$ cat src/rtl/adaptive_threshold_ctrl_if.sv
// adaptive_threshold_ctrl_if
//   Bundles every non-clock signal of the adaptive-threshold sequencer.
//   The signal names match the controller's port list.
//
//   Modports:
//     slave  - the controller side (adaptive_threshold_ctrl).
//     master - the host / filter / RAM side that drives the controller.
//
//   Signals:
//     iStart, iFiltFinished           start request, box-filter finished flag
//     iFiltCol/Row, iHostCol/Row      candidate image-RAM read addresses
//     iImageData, iMeanData           asynchronous RAM read data
//     oBusy, oDone, oFiltReset        sequencer status and filter reset
//     oImageCol/Row, oMeanCol/Row     RAM read addresses
//     oBinCol/Row, oBinData, oBinWren binary-RAM write port (registered)
interface adaptive_threshold_ctrl_if #(
  parameter int WIDTH_BITS  = 7,
  parameter int HEIGHT_BITS = 7
);
  logic                   iStart;
  logic                   oBusy;
  logic                   oDone;
  logic                   oFiltReset;
  logic                   iFiltFinished;
  logic [WIDTH_BITS-1:0]  iFiltCol;
  logic [HEIGHT_BITS-1:0] iFiltRow;
  logic [WIDTH_BITS-1:0]  iHostCol;
  logic [HEIGHT_BITS-1:0] iHostRow;
  logic [WIDTH_BITS-1:0]  oImageCol;
  logic [HEIGHT_BITS-1:0] oImageRow;
  logic [7:0]             iImageData;
  logic [WIDTH_BITS-1:0]  oMeanCol;
  logic [HEIGHT_BITS-1:0] oMeanRow;
  logic [7:0]             iMeanData;
  logic [WIDTH_BITS-1:0]  oBinCol;
  logic [HEIGHT_BITS-1:0] oBinRow;
  logic [7:0]             oBinData;
  logic                   oBinWren;

  modport slave (
    input  iStart, iFiltFinished, iFiltCol, iFiltRow, iHostCol, iHostRow,
           iImageData, iMeanData,
    output oBusy, oDone, oFiltReset, oImageCol, oImageRow, oMeanCol, oMeanRow,
           oBinCol, oBinRow, oBinData, oBinWren
  );

  modport master (
    output iStart, iFiltFinished, iFiltCol, iFiltRow, iHostCol, iHostRow,
           iImageData, iMeanData,
    input  oBusy, oDone, oFiltReset, oImageCol, oImageRow, oMeanCol, oMeanRow,
           oBinCol, oBinRow, oBinData, oBinWren
  );
endinterface

$ cat src/rtl/adaptive_threshold_ctrl.sv
// adaptive_threshold_ctrl
//   Top-level sequencer for the adaptive-thresholding pipeline.
//   On iStart it runs the box-filter pass, then scans the image one pixel per
//   cycle. It compares each pixel against its local mean minus OFFSET_C and
//   writes a binary (0/255) image. It also owns the image-RAM read-address mux
//   that selects between the filter, the threshold scanner and the host.
//
//   Ports:
//     clock  - system clock, rising edge
//     reset  - asynchronous active-low reset
//     bus    - adaptive_threshold_ctrl_if.slave. It carries start/busy/done,
//              the filter handshake, the image/mean RAM read ports and the
//              binary-RAM write port.
//
//   Optional feature:
//     THRESH_INVERT_EN - when defined, the output polarity is inverted:
//                        white pixels become 0 and dark pixels become 255.
module adaptive_threshold_ctrl #(
  parameter int              WIDTH_BITS  = 7,
  parameter int              HEIGHT_BITS = 7,
  parameter int              WIDTH       = 2**WIDTH_BITS,
  parameter int              HEIGHT      = 2**HEIGHT_BITS,
  parameter logic signed [8:0] OFFSET_C  = 9'sd5
) (
  input logic                       clock,
  input logic                       reset,
  adaptive_threshold_ctrl_if.slave  bus
);

  localparam int POS_BITS = WIDTH_BITS + HEIGHT_BITS;
  localparam logic [POS_BITS-1:0] LAST_POS = POS_BITS'(WIDTH * HEIGHT - 1);

  typedef enum logic [2:0] {
    IDLE,
    FILT_RST,
    FILT_RUN,
    THRESH,
    DONE
  } state_t;

  state_t              state;
  state_t              state_next;
  logic [POS_BITS-1:0] pos;
  logic                done_q;
  logic                white;
  logic signed [9:0]   pix_s;
  logic signed [9:0]   mean_adj;
  logic [7:0]          bin_value;

  always_ff @(posedge clock or negedge reset) begin
    if (!reset) begin
      state <= IDLE;
    end else begin
      state <= state_next;
    end
  end

  always_comb begin
    state_next = state;
    unique case (state)
      IDLE:     if (bus.iStart) state_next = FILT_RST;
      FILT_RST: state_next = FILT_RUN;
      FILT_RUN: if (bus.iFiltFinished) state_next = THRESH;
      THRESH:   if (pos == LAST_POS) state_next = DONE;
      DONE:     state_next = IDLE;
      default:  state_next = IDLE;
    endcase
  end

  // The image-address mux is combinational on the current state, so the RAM
  // address follows the owner in the same cycle that the state changes.
  always_comb begin
    bus.oBusy      = (state != IDLE);
    bus.oFiltReset = (state != FILT_RUN);
    bus.oImageCol  = bus.iHostCol;
    bus.oImageRow  = bus.iHostRow;
    unique case (state)
      FILT_RUN: begin
        bus.oImageCol = bus.iFiltCol;
        bus.oImageRow = bus.iFiltRow;
      end
      THRESH: begin
        bus.oImageCol = pos[WIDTH_BITS-1:0];
        bus.oImageRow = pos[POS_BITS-1:WIDTH_BITS];
      end
      default: begin
        bus.oImageCol = bus.iHostCol;
        bus.oImageRow = bus.iHostRow;
      end
    endcase
  end

  assign bus.oMeanCol = pos[WIDTH_BITS-1:0];
  assign bus.oMeanRow = pos[POS_BITS-1:WIDTH_BITS];
  assign bus.oDone    = done_q;

  // The comparison is done in 10-bit signed arithmetic so that a mean below
  // OFFSET_C goes negative instead of wrapping around.
  assign pix_s    = signed'({2'b00, bus.iImageData});
  assign mean_adj = signed'({2'b00, bus.iMeanData}) - {OFFSET_C[8], OFFSET_C};
  assign white    = (pix_s > mean_adj);

`ifdef THRESH_INVERT_EN
  assign bin_value = white ? 8'd0 : 8'd255;
`else
  assign bin_value = white ? 8'd255 : 8'd0;
`endif

  // pos only advances in THRESH. It wraps back to zero on the last pixel,
  // so every run starts its scan from the origin.
  always_ff @(posedge clock or negedge reset) begin
    if (!reset) begin
      pos <= '0;
    end else if (state == THRESH) begin
      pos <= pos + 1'b1;
    end
  end

  // oDone is high only in the IDLE cycle that directly follows DONE.
  always_ff @(posedge clock or negedge reset) begin
    if (!reset) begin
      done_q <= 1'b0;
    end else begin
      done_q <= (state == DONE);
    end
  end

  // The write port lags the scan by one cycle. The write for the last pixel
  // therefore lands during DONE.
  always_ff @(posedge clock or negedge reset) begin
    if (!reset) begin
      bus.oBinWren <= 1'b0;
      bus.oBinCol  <= '0;
      bus.oBinRow  <= '0;
      bus.oBinData <= 8'd0;
    end else begin
      bus.oBinWren <= (state == THRESH);
      bus.oBinCol  <= pos[WIDTH_BITS-1:0];
      bus.oBinRow  <= pos[POS_BITS-1:WIDTH_BITS];
      bus.oBinData <= bin_value;
    end
  end

endmodule

$ cat src/flat_wrapper.sv
// flat-port wrapper written by rule: the top's interface ports become plain ports
module adaptive_threshold_ctrl_flat 
#(
  parameter int              WIDTH_BITS  = 7,
  parameter int              HEIGHT_BITS = 7,
  parameter int              WIDTH       = 2**WIDTH_BITS,
  parameter int              HEIGHT      = 2**HEIGHT_BITS,
  parameter logic signed [8:0] OFFSET_C  = 9'sd5
)
  (clock, reset, bus_iStart, bus_iFiltFinished, bus_iFiltCol, bus_iFiltRow, bus_iHostCol, bus_iHostRow, bus_iImageData, bus_iMeanData, bus_oBusy, bus_oDone, bus_oFiltReset, bus_oImageCol, bus_oImageRow, bus_oMeanCol, bus_oMeanRow, bus_oBinCol, bus_oBinRow, bus_oBinData, bus_oBinWren);
  adaptive_threshold_ctrl_if #(.WIDTH_BITS(WIDTH_BITS), .HEIGHT_BITS(HEIGHT_BITS)) bus_i ();
  input logic clock;
  input logic reset;
  input wire logic [$bits(bus_i.iStart)-1:0] bus_iStart;
  input wire logic [$bits(bus_i.iFiltFinished)-1:0] bus_iFiltFinished;
  input wire logic [$bits(bus_i.iFiltCol)-1:0] bus_iFiltCol;
  input wire logic [$bits(bus_i.iFiltRow)-1:0] bus_iFiltRow;
  input wire logic [$bits(bus_i.iHostCol)-1:0] bus_iHostCol;
  input wire logic [$bits(bus_i.iHostRow)-1:0] bus_iHostRow;
  input wire logic [$bits(bus_i.iImageData)-1:0] bus_iImageData;
  input wire logic [$bits(bus_i.iMeanData)-1:0] bus_iMeanData;
  output wire logic [$bits(bus_i.oBusy)-1:0] bus_oBusy;
  output wire logic [$bits(bus_i.oDone)-1:0] bus_oDone;
  output wire logic [$bits(bus_i.oFiltReset)-1:0] bus_oFiltReset;
  output wire logic [$bits(bus_i.oImageCol)-1:0] bus_oImageCol;
  output wire logic [$bits(bus_i.oImageRow)-1:0] bus_oImageRow;
  output wire logic [$bits(bus_i.oMeanCol)-1:0] bus_oMeanCol;
  output wire logic [$bits(bus_i.oMeanRow)-1:0] bus_oMeanRow;
  output wire logic [$bits(bus_i.oBinCol)-1:0] bus_oBinCol;
  output wire logic [$bits(bus_i.oBinRow)-1:0] bus_oBinRow;
  output wire logic [$bits(bus_i.oBinData)-1:0] bus_oBinData;
  output wire logic [$bits(bus_i.oBinWren)-1:0] bus_oBinWren;
  assign bus_i.iStart = bus_iStart;
  assign bus_i.iFiltFinished = bus_iFiltFinished;
  assign bus_i.iFiltCol = bus_iFiltCol;
  assign bus_i.iFiltRow = bus_iFiltRow;
  assign bus_i.iHostCol = bus_iHostCol;
  assign bus_i.iHostRow = bus_iHostRow;
  assign bus_i.iImageData = bus_iImageData;
  assign bus_i.iMeanData = bus_iMeanData;
  assign bus_oBusy = bus_i.oBusy;
  assign bus_oDone = bus_i.oDone;
  assign bus_oFiltReset = bus_i.oFiltReset;
  assign bus_oImageCol = bus_i.oImageCol;
  assign bus_oImageRow = bus_i.oImageRow;
  assign bus_oMeanCol = bus_i.oMeanCol;
  assign bus_oMeanRow = bus_i.oMeanRow;
  assign bus_oBinCol = bus_i.oBinCol;
  assign bus_oBinRow = bus_i.oBinRow;
  assign bus_oBinData = bus_i.oBinData;
  assign bus_oBinWren = bus_i.oBinWren;
  adaptive_threshold_ctrl #(.WIDTH_BITS(WIDTH_BITS), .HEIGHT_BITS(HEIGHT_BITS), .WIDTH(WIDTH), .HEIGHT(HEIGHT), .OFFSET_C(OFFSET_C)) u_core (.clock(clock), .reset(reset), .bus(bus_i));
endmodule
$ cat config.mk
export PLATFORM = sky130hd
export DESIGN_NAME = adaptive_threshold_ctrl_flat
export DESIGN_NICKNAME = d
export VERILOG_FILES = /design/src/rtl/adaptive_threshold_ctrl_if.sv /design/src/rtl/adaptive_threshold_ctrl.sv /design/src/flat_wrapper.sv
export SDC_FILE = /design/constraint.sdc
export NUM_CORES = 1
export LEC_CHECK = 0
export CORE_MARGIN = 2
export CORE_UTILIZATION = 25
export CTS_CLUSTER_DIAMETER = 150
export DETAILED_ROUTE_END_ITERATION = 16
export PLACE_DENSITY = 0.59
export SLEW_MARGIN = 10
export SYNTH_ARGS = -nofsm -noshare
export SYNTH_HDL_FRONTEND = slang
export SYNTH_SLANG_ARGS = --single-unit
$ cat constraint.sdc
create_clock -name clock -period 1.8 [get_ports clock]
set_clock_uncertainty 0.2 [all_clocks]
set_input_delay 0.36 -clock clock [delete_from_list [all_inputs] [get_ports clock]]
set_output_delay 0.36 -clock clock [all_outputs]
set_load 0.05 [all_outputs]
==> flow_summary_export.csv, run 1 <==
group,metric,value,unit
status,status,"complete, but fails checks",
status,violations,"negative setup slack",
place,dpl_worst_slack,-0.995,ns
setup_path,reg2reg_to,"u_core.pos[9]",
setup_path,reg2reg_slack,0.03,ns
clock_network,clk_pin_slew,0.07,ns
route,drtPass1Iterations,4,
setup_path,critPathRequiredTime,1.24,ns
clock_network,clock_sinks,34,
setup_path,worst_ep_arrival_time,1.46,ns
place,post_dp_cell_area,3740,µm²
route,wl,5840,µm
timing,post-route-period-util,112,%
hold_path,hold_depth,0,
clock_network,root_buffer,"clkbuf_8",
logic_synthesis,synth-seq-cells,34,
logic_synthesis,ys_seq_area_share,45.0,%
grt,grt_pass1_wl,9760,µm
setup_path,path_class,"flip-flop to output pin",
route,drt-initial-drc-count,34,
logic_synthesis,ys_warn_count,0,
timing,slew_headroom,70.9,%
setup_path,crit_family,"flip-flops",
logic_synthesis,synthDistinctLibCells,39,
timing,setup_viol,17,
final_layout,fin_util,54.9,%
pwr,power,6.68,mW
clock_network,clock_path_buffers,2,
timing,worst_slew_pin_slew,0.437,ns
route,wire_per_inst,14.6,µm
timing,drv_slew,0,
hold_path,min_to,"u_core.bus.oBinCol[1]",
timing,finalHoldViolCount,0,
clock_network,clk_latency,0.29,ns
grt,antenna_found_initial,0,
floorplan,num_io_pins,102,
flow_run,maxCapViolCount,0,
logic_synthesis,synth_top_cell_area_share,45.0,%
logic_synthesis,syn-cell-area,1890,µm²
floorplan,placeableCoreArea,7290,µm²
final_layout,drive_gt1_share,52.8,%
setup_path,critPathLaunchType,"flip-flop",
final_layout,final_common_cell,"buf_12",
clock_network,htree_num_levels,2,
setup_path,cp_slowest_cell,"dfrtp_1",
setup_path,timing.rr.start,"u_core.state[0]",
setup_path,max_stage_delay,0.39,ns
place,dp_hpwl,4540,µm
logic_synthesis,avgSynthCellArea,10.7,µm²
logic_synthesis,synth_area_leaders,"dfrtp_1 45%, mux2i_1 7.9%, ha_1 6.6%, xnor2_1 6.0%, nand2_1 5.4%",
final_layout,fillers,634,
route,via_count,1738,
final_layout,mostFrequentLayoutCells,"45 x buf_12, 40 x clkdlybuf4s50_1, 34 x buf_4",
floorplan,design.die.area,8270,µm²
timing,rsz0062_at_grt,"true",
final_layout,fin_nets,358,
floorplan,fp-row-count,31,
route,antenna_left,0,
grt,grt_use_total,14.8,%
grt,grt_pass1_vias,1846,
setup_path,critPathBufInv,2,
logic_synthesis,synthCells,177,
hold_path,min_from,"u_core.pos[1]",
clock_network,cts_tree,"built",
route,drc,0,
pwr,power_leakage,1.76,nW
setup_path,rr_worst_depth,6,
pwr,p_per_area,1670,nW/µm²
clock_network,numCtsBuffers,5,
final_layout,antennaDiodeCount,0,
logic_synthesis,synth_ff_type,"dfrtp_1",
place,port-buffer-count,101,
logic_synthesis,synthArstFlopShare,100,%
logic_synthesis,postSynthNetCount,235,
floorplan,die_x,91.0,µm
floorplan,die_h,91.0,µm
setup_path,cp-end-kind,"output pin",
route,vias_per_cell,4.35,
place,gp_congestion,0.729,
grt,grt-ovfl-total,0,
setup_path,cpMostUsedCell,"buf_12",
hold_path,hold_path.class,"flip-flop to flip-flop",
setup_path,crit_fanout,14,
grt,grt_max_degree,35,
setup_path,path_cells,"or2b_4 -> buf_12 -> o21ai_4 -> buf_12",
timing,fin_ws,-0.217,ns
pwr,ir_drop,0.000538,V
logic_synthesis,synth_largest_area_cell,"dfrtp_1",
timing,min_period,2.02,ns
logic_synthesis,synth_edf_count,0,
floorplan,start_util,25.9,%
final_layout,area_growth,112,%
final_layout,fin_area,4000,µm²
timing,fmax,496,MHz
==> cell families after synthesis <==
logic type,Yosys count,share of synthesized area (%)
multiplexers,15,7.94
adder cells (fa/ha/maj),10,6.62
XOR/XNOR,20,9.66
buffers and inverters,19,6.09
flip-flops,34,45.0
AO/OA/AOI/OAI,27,8.67
AND/OR/NAND/NOR,52,16.0
==> state kept, by name (all words and copies together), names as in the netlist <==
signal               flops
u_core.bus.oBinCol       7
u_core.bus.oBinData      1
u_core.bus.oBinRow       7
u_core.bus.oBinWren      1
u_core.bus.oDone         1
u_core.pos              14
u_core.state             3
==> worst reg2reg max path: stages, from the launching register on <==
cell      delay (ns)
dfrtp_1         0.41
buf_12          0.18
buf_8           0.12
nand3b_4        0.15
nor3_4          0.25
and4_4          0.27
xor2_2          0.12
==> how the worst max path moves through the flow <==
stage	from	to	slack, ns	cells past startpoint
after floorplan	bus_iMeanData[1]	u_core.bus.oBinData[6]	-0.25	10
after global placement	bus_iMeanData[1]	u_core.bus.oBinData[6]	-0.93	11
after detailed placement	bus_iMeanData[1]	u_core.bus.oBinData[6]	-0.99	11
after CTS	u_core.state[2]	bus_oImageRow[5]	-0.23	4
after global routing	u_core.state[2]	bus_oImageRow[3]	-0.26	4
final	u_core.state[2]	bus_oImageRow[0]	-0.22	4
==> layer usage <==
layer / global-route usage (%) / wire length, µm / vias up
met1: 17.0 / 2270 / 832
met2: 26.8 / 3180 / 47
li1: - / - / 853
met4: 5.05 / 90 / 0
met3: 3.49 / 292 / 6
met5: 0 / 0 / -
==> power breakdown <==
| part | internal (mW) | switching (mW) | total, mW | leakage (nW) |
|---|---|---|---|---|
| clock | 0.413 | 0.292 | 0.705 | 0.0514 |
| combinational | 2.30 | 2.58 | 4.88 | 1.28 |
| sequential | 0.925 | 0.166 | 1.09 | 0.437 |
| total | 3.63 | 3.04 | 6.68 | 1.76 |
==> what timing repair did <==
item	in CTS	in global routing
hold endpoints to repair	34	0
endpoints found under the setup margin	17	21
setup buffers	2	2
hold buffers	1	0
pin swaps	10	6
gates resized for setup	37	12
==> synthesized netlist by cell type, types with 2 or more instances <==
cell,number
dfrtp_1,34
nand2_1,27
o21ai_0,18
mux2i_1,15
xnor2_1,13
ha_1,10
buf_4,9
inv_1,6
xor2_1,6
and4_1,3
nand3_1,3
nor2_1,3
a21oi_1,2
buf_2,2
nor3_4,2
==> area by class of cell <==
type	count	area, µm²	share of cell area [%]
Clock inverter	2	37.5	0.938
Timing Repair Buffer	129	1660	41.5
Inverter	6	42.5	1.06
Sequential cell	34	865	21.6
Multi-Input combinational cell	124	1200	30.0
Clock buffer	6	72.6	1.81
Tap cell	99	124	3.10
==> metrics by stage <==
| stage | hold WS [ns] | TNS [ns] | instances |
|---|---|---|---|
| finish | 0.288 | -3.40 | 400 |
| global route | 0.301 | -4.36 | 400 |
| CTS | 0.290 | -3.70 | 398 |
| detailed placement | 0.224 | -1.17 | 387 |
| global placement | 0.220 | -1.06 | 387 |
| floorplan | -0.136 | -0.509 | 177 |
Power figures use the tool's default switching activity.
==> run 2, diff against run 1 <==
--- a/config.mk
+++ b/config.mk
@@ -7,7 +7,8 @@
 export LEC_CHECK = 0
 export CORE_MARGIN = 2
 export CORE_UTILIZATION = 25
-export CTS_CLUSTER_DIAMETER = 150
+export CTS_CLUSTER_DIAMETER = 120
+export CTS_CLUSTER_SIZE = 12
 export DETAILED_ROUTE_END_ITERATION = 16
 export PLACE_DENSITY = 0.59
 export SLEW_MARGIN = 10
==> constraint.sdc (replaced) <==
create_clock -name clock -period 2.3 [get_ports clock]
set_clock_uncertainty 0.2 [all_clocks]
set_input_delay 0.46 -clock clock [delete_from_list [all_inputs] [get_ports clock]]
set_output_delay 0.46 -clock clock [all_outputs]
set_load 0.05 [all_outputs]
==> run 2 against run 1 <==
  * The run now ends clean
  * Routed wire length down 7.1%
  * Die area unchanged
  * Cell count down 2.3%
  * Non-clock buffer count down 9
  * Total power down 35%
  * Largest cell class unchanged
  * Cell area down 15%
  * Highest routed layer unchanged
  * Utilization down 8.1 points
  * Sequential cell count unchanged
  * Sequential power down 23%
  * Worst setup slack better by 0.26 ns
  * Combinational power down 37%
==> flow_summary_export.csv, run 2 (synthesis gave the netlist of run 1 again) <==
group,metric,value,unit
setup_path,max_stage_delay,0.85,ns
setup_path,crit_family,"buffers and inverters",
floorplan,die_h,91.0,µm
setup_path,cp-end-kind,"output pin",
clock_network,clk_latency,0.29,ns
route,antenna_left,0,
place,post_dp_cell_area,3190,µm²
place,placedCellCount,380,
route,drt-initial-drc-count,47,
final_layout,fillers,715,
floorplan,design.die.area,8270,µm²
setup_path,critPathLaunchType,"flip-flop",
route,via_count,1694,
setup_path,worst_ep_arrival_time,1.60,ns
setup_path,rr_worst_depth,5,
final_layout,final_common_cell,"clkdlybuf4s50_1",
pwr,power_leakage,1.64,nW
final_layout,area_growth,80.5,%
final_layout,antennaDiodeCount,0,
setup_path,critPathBufInv,1,
final_layout,multi_input_area,1020,µm²
clock_network,clk_pin_slew,0.07,ns
setup_path,cp_slowest_cell,"clkdlybuf4s50_1",
route,vias_per_cell,4.33,
grt,antenna_found_initial,0,
place,gp_congestion,0.747,
status,status,"finished clean",
timing,fmax,443,MHz
final_layout,mostFrequentLayoutCells,"63 x clkdlybuf4s50_1, 34 x dfrtp_1, 29 x buf_4",
clock_network,htree_num_levels,2,
final_layout,instances_no_fill,391,
route,drtPass1Iterations,4,
clock_network,ctsHoldBuffers,0,
final_layout,regArea,851,µm²
timing,finalHoldViolCount,0,
floorplan,placeableCoreArea,7290,µm²
final_layout,reg_top3,"u_core.pos (14), u_core.bus.oBinCol (7), u_core.bus.oBinRow (7)",
setup_path,path_class,"flip-flop to output pin",
clock_network,root_buffer,"clkbuf_8",
final_layout,fin_area,3410,µm²
setup_path,critPathRequiredTime,1.64,ns
hold_path,hold_path.class,"input port to asynchronous set/reset pin",
timing,min_period,2.26,ns
setup_path,reg2reg_slack,0.55,ns
clock_network,cts_tree,"built",
final_layout,fin_nets,349,
place,port-buffer-count,101,
pwr,p_per_area,1280,nW/µm²
flow_run,maxCapViolCount,0,
final_layout,drive_gt1_share,29.8,%
route,wire_per_inst,13.9,µm
clock_network,clock_sinks,34,
clock_network,clock_path_buffers,2,
pwr,ir_drop,0.000487,V
floorplan,die_x,91.0,µm
grt,grt-ovfl-total,0,
floorplan,start_util,25.9,%
grt,grt_max_degree,35,
final_layout,top_register,"u_core.pos",
setup_path,timing.rr.start,"u_core.pos[0]",
timing,slew_headroom,47.9,%
grt,grt_pass1_wl,8490,µm
setup_path,crit_fanout,8,
floorplan,num_io_pins,102,
timing,drv_slew,0,
floorplan,fp-row-count,31,
timing,setup_viol,0,
place,dp_hpwl,4110,µm
timing,post-route-period-util,98.2,%
grt,grt_pass1_vias,1649,
route,wl,5420,µm
grt,grt_use_total,12.8,%
route,drc,0,
setup_path,path_cells,"clkdlybuf4s50_1",
timing,worst_slew_pin_slew,0.782,ns
setup_path,reg2reg_to,"u_core.pos[8]",
final_layout,largest_reg_flops,14,
clock_network,numCtsBuffers,5,
==> run 2: changes by cell type in the layout (fill, tap and decap cells not counted), moves of 4 or more <==
cell / previous run / this run
dlymetal6s2s_1: 0 / 8
mux2i_2: 8 / 0
nand2_1: 13 / 27
dfrtp_1: 23 / 34
nand2_2: 14 / 0
o21ai_2: 1 / 15
clkdlybuf4s50_1: 40 / 63
dfrtp_2: 11 / 0
o21ai_4: 14 / 0
buf_12: 45 / 17
buf_4: 34 / 29
dlygate4sd2_1: 4 / 0
mux2i_1: 7 / 15
==> run 2: worst max path at each step <==
stage,startpoint,end,slack [ns],depth (start not counted)
after floorplan,u_core.pos[0],bus_oImageCol[0],-0.29,2
after global placement,bus_iMeanData[0],u_core.bus.oBinData[6],-0.44,10
after detailed placement,bus_iMeanData[0],u_core.bus.oBinData[6],-0.58,10
after CTS,bus_iMeanData[2],u_core.bus.oBinData[6],-0.05,9
after global routing,u_core.bus.oBinData[6],bus_oBinData[1],-0.01,1
final,u_core.bus.oBinData[6],bus_oBinData[1],0.04,1
==> run 2: power breakdown <==
part / switching, mW / internal [mW] / leakage [nW] / total (mW)
logic: 1.76 / 1.30 / 1.13 / 3.06
registers: 0.124 / 0.717 / 0.453 / 0.841
clock network: 0.213 / 0.241 / 0.0482 / 0.455
total: 2.10 / 2.26 / 1.64 / 4.36
==> run 2: area by class of cell <==
class,count,area share [%]
well taps,99,3.63
repair buffers,120,38.2
clock buffers,7,2.53
multi-input cells,124,29.9
inverters,6,0.660
flip-flops and latches,34,24.9
clock inverters,1,0.147
==> run 2: repair_timing <==
item | 4_1_cts | 5_1_grt
buffers inserted | 1 | 2
pin swaps | 5 | 8
resized for setup | 13 | 34
setup endpoints to repair | 7 | 23
==> run 2: per-stage QoR <==
stage	TNS (ns)	hold WS [ns]	setup WS, ns	power, mW	utilization [%]
after floorplan	-1.74	-0.0356	-0.291	2.53	-
after global placement	-0.440	0.264	-0.440	3.78	43.8
after detailed placement	-0.580	0.278	-0.580	3.80	43.8
after CTS	-0.0509	0.0747	-0.0509	4.28	45.2
after global routing	-0.0190	0.0994	-0.0126	4.57	46.8
final	0	0.0527	0.0425	4.36	46.8
==> run 2: per-layer routing <==
metal  wire length [µm]  part of all wire (%)  GRT usage (%)  vias up
met5                  0                     0              0        -
li1                   -                     -              -      837
met4                 30                  0.55           4.04        0
met2               2750                    51           21.2       51
met3                368                   6.8           4.15        3
met1               2280                    42           15.9      803
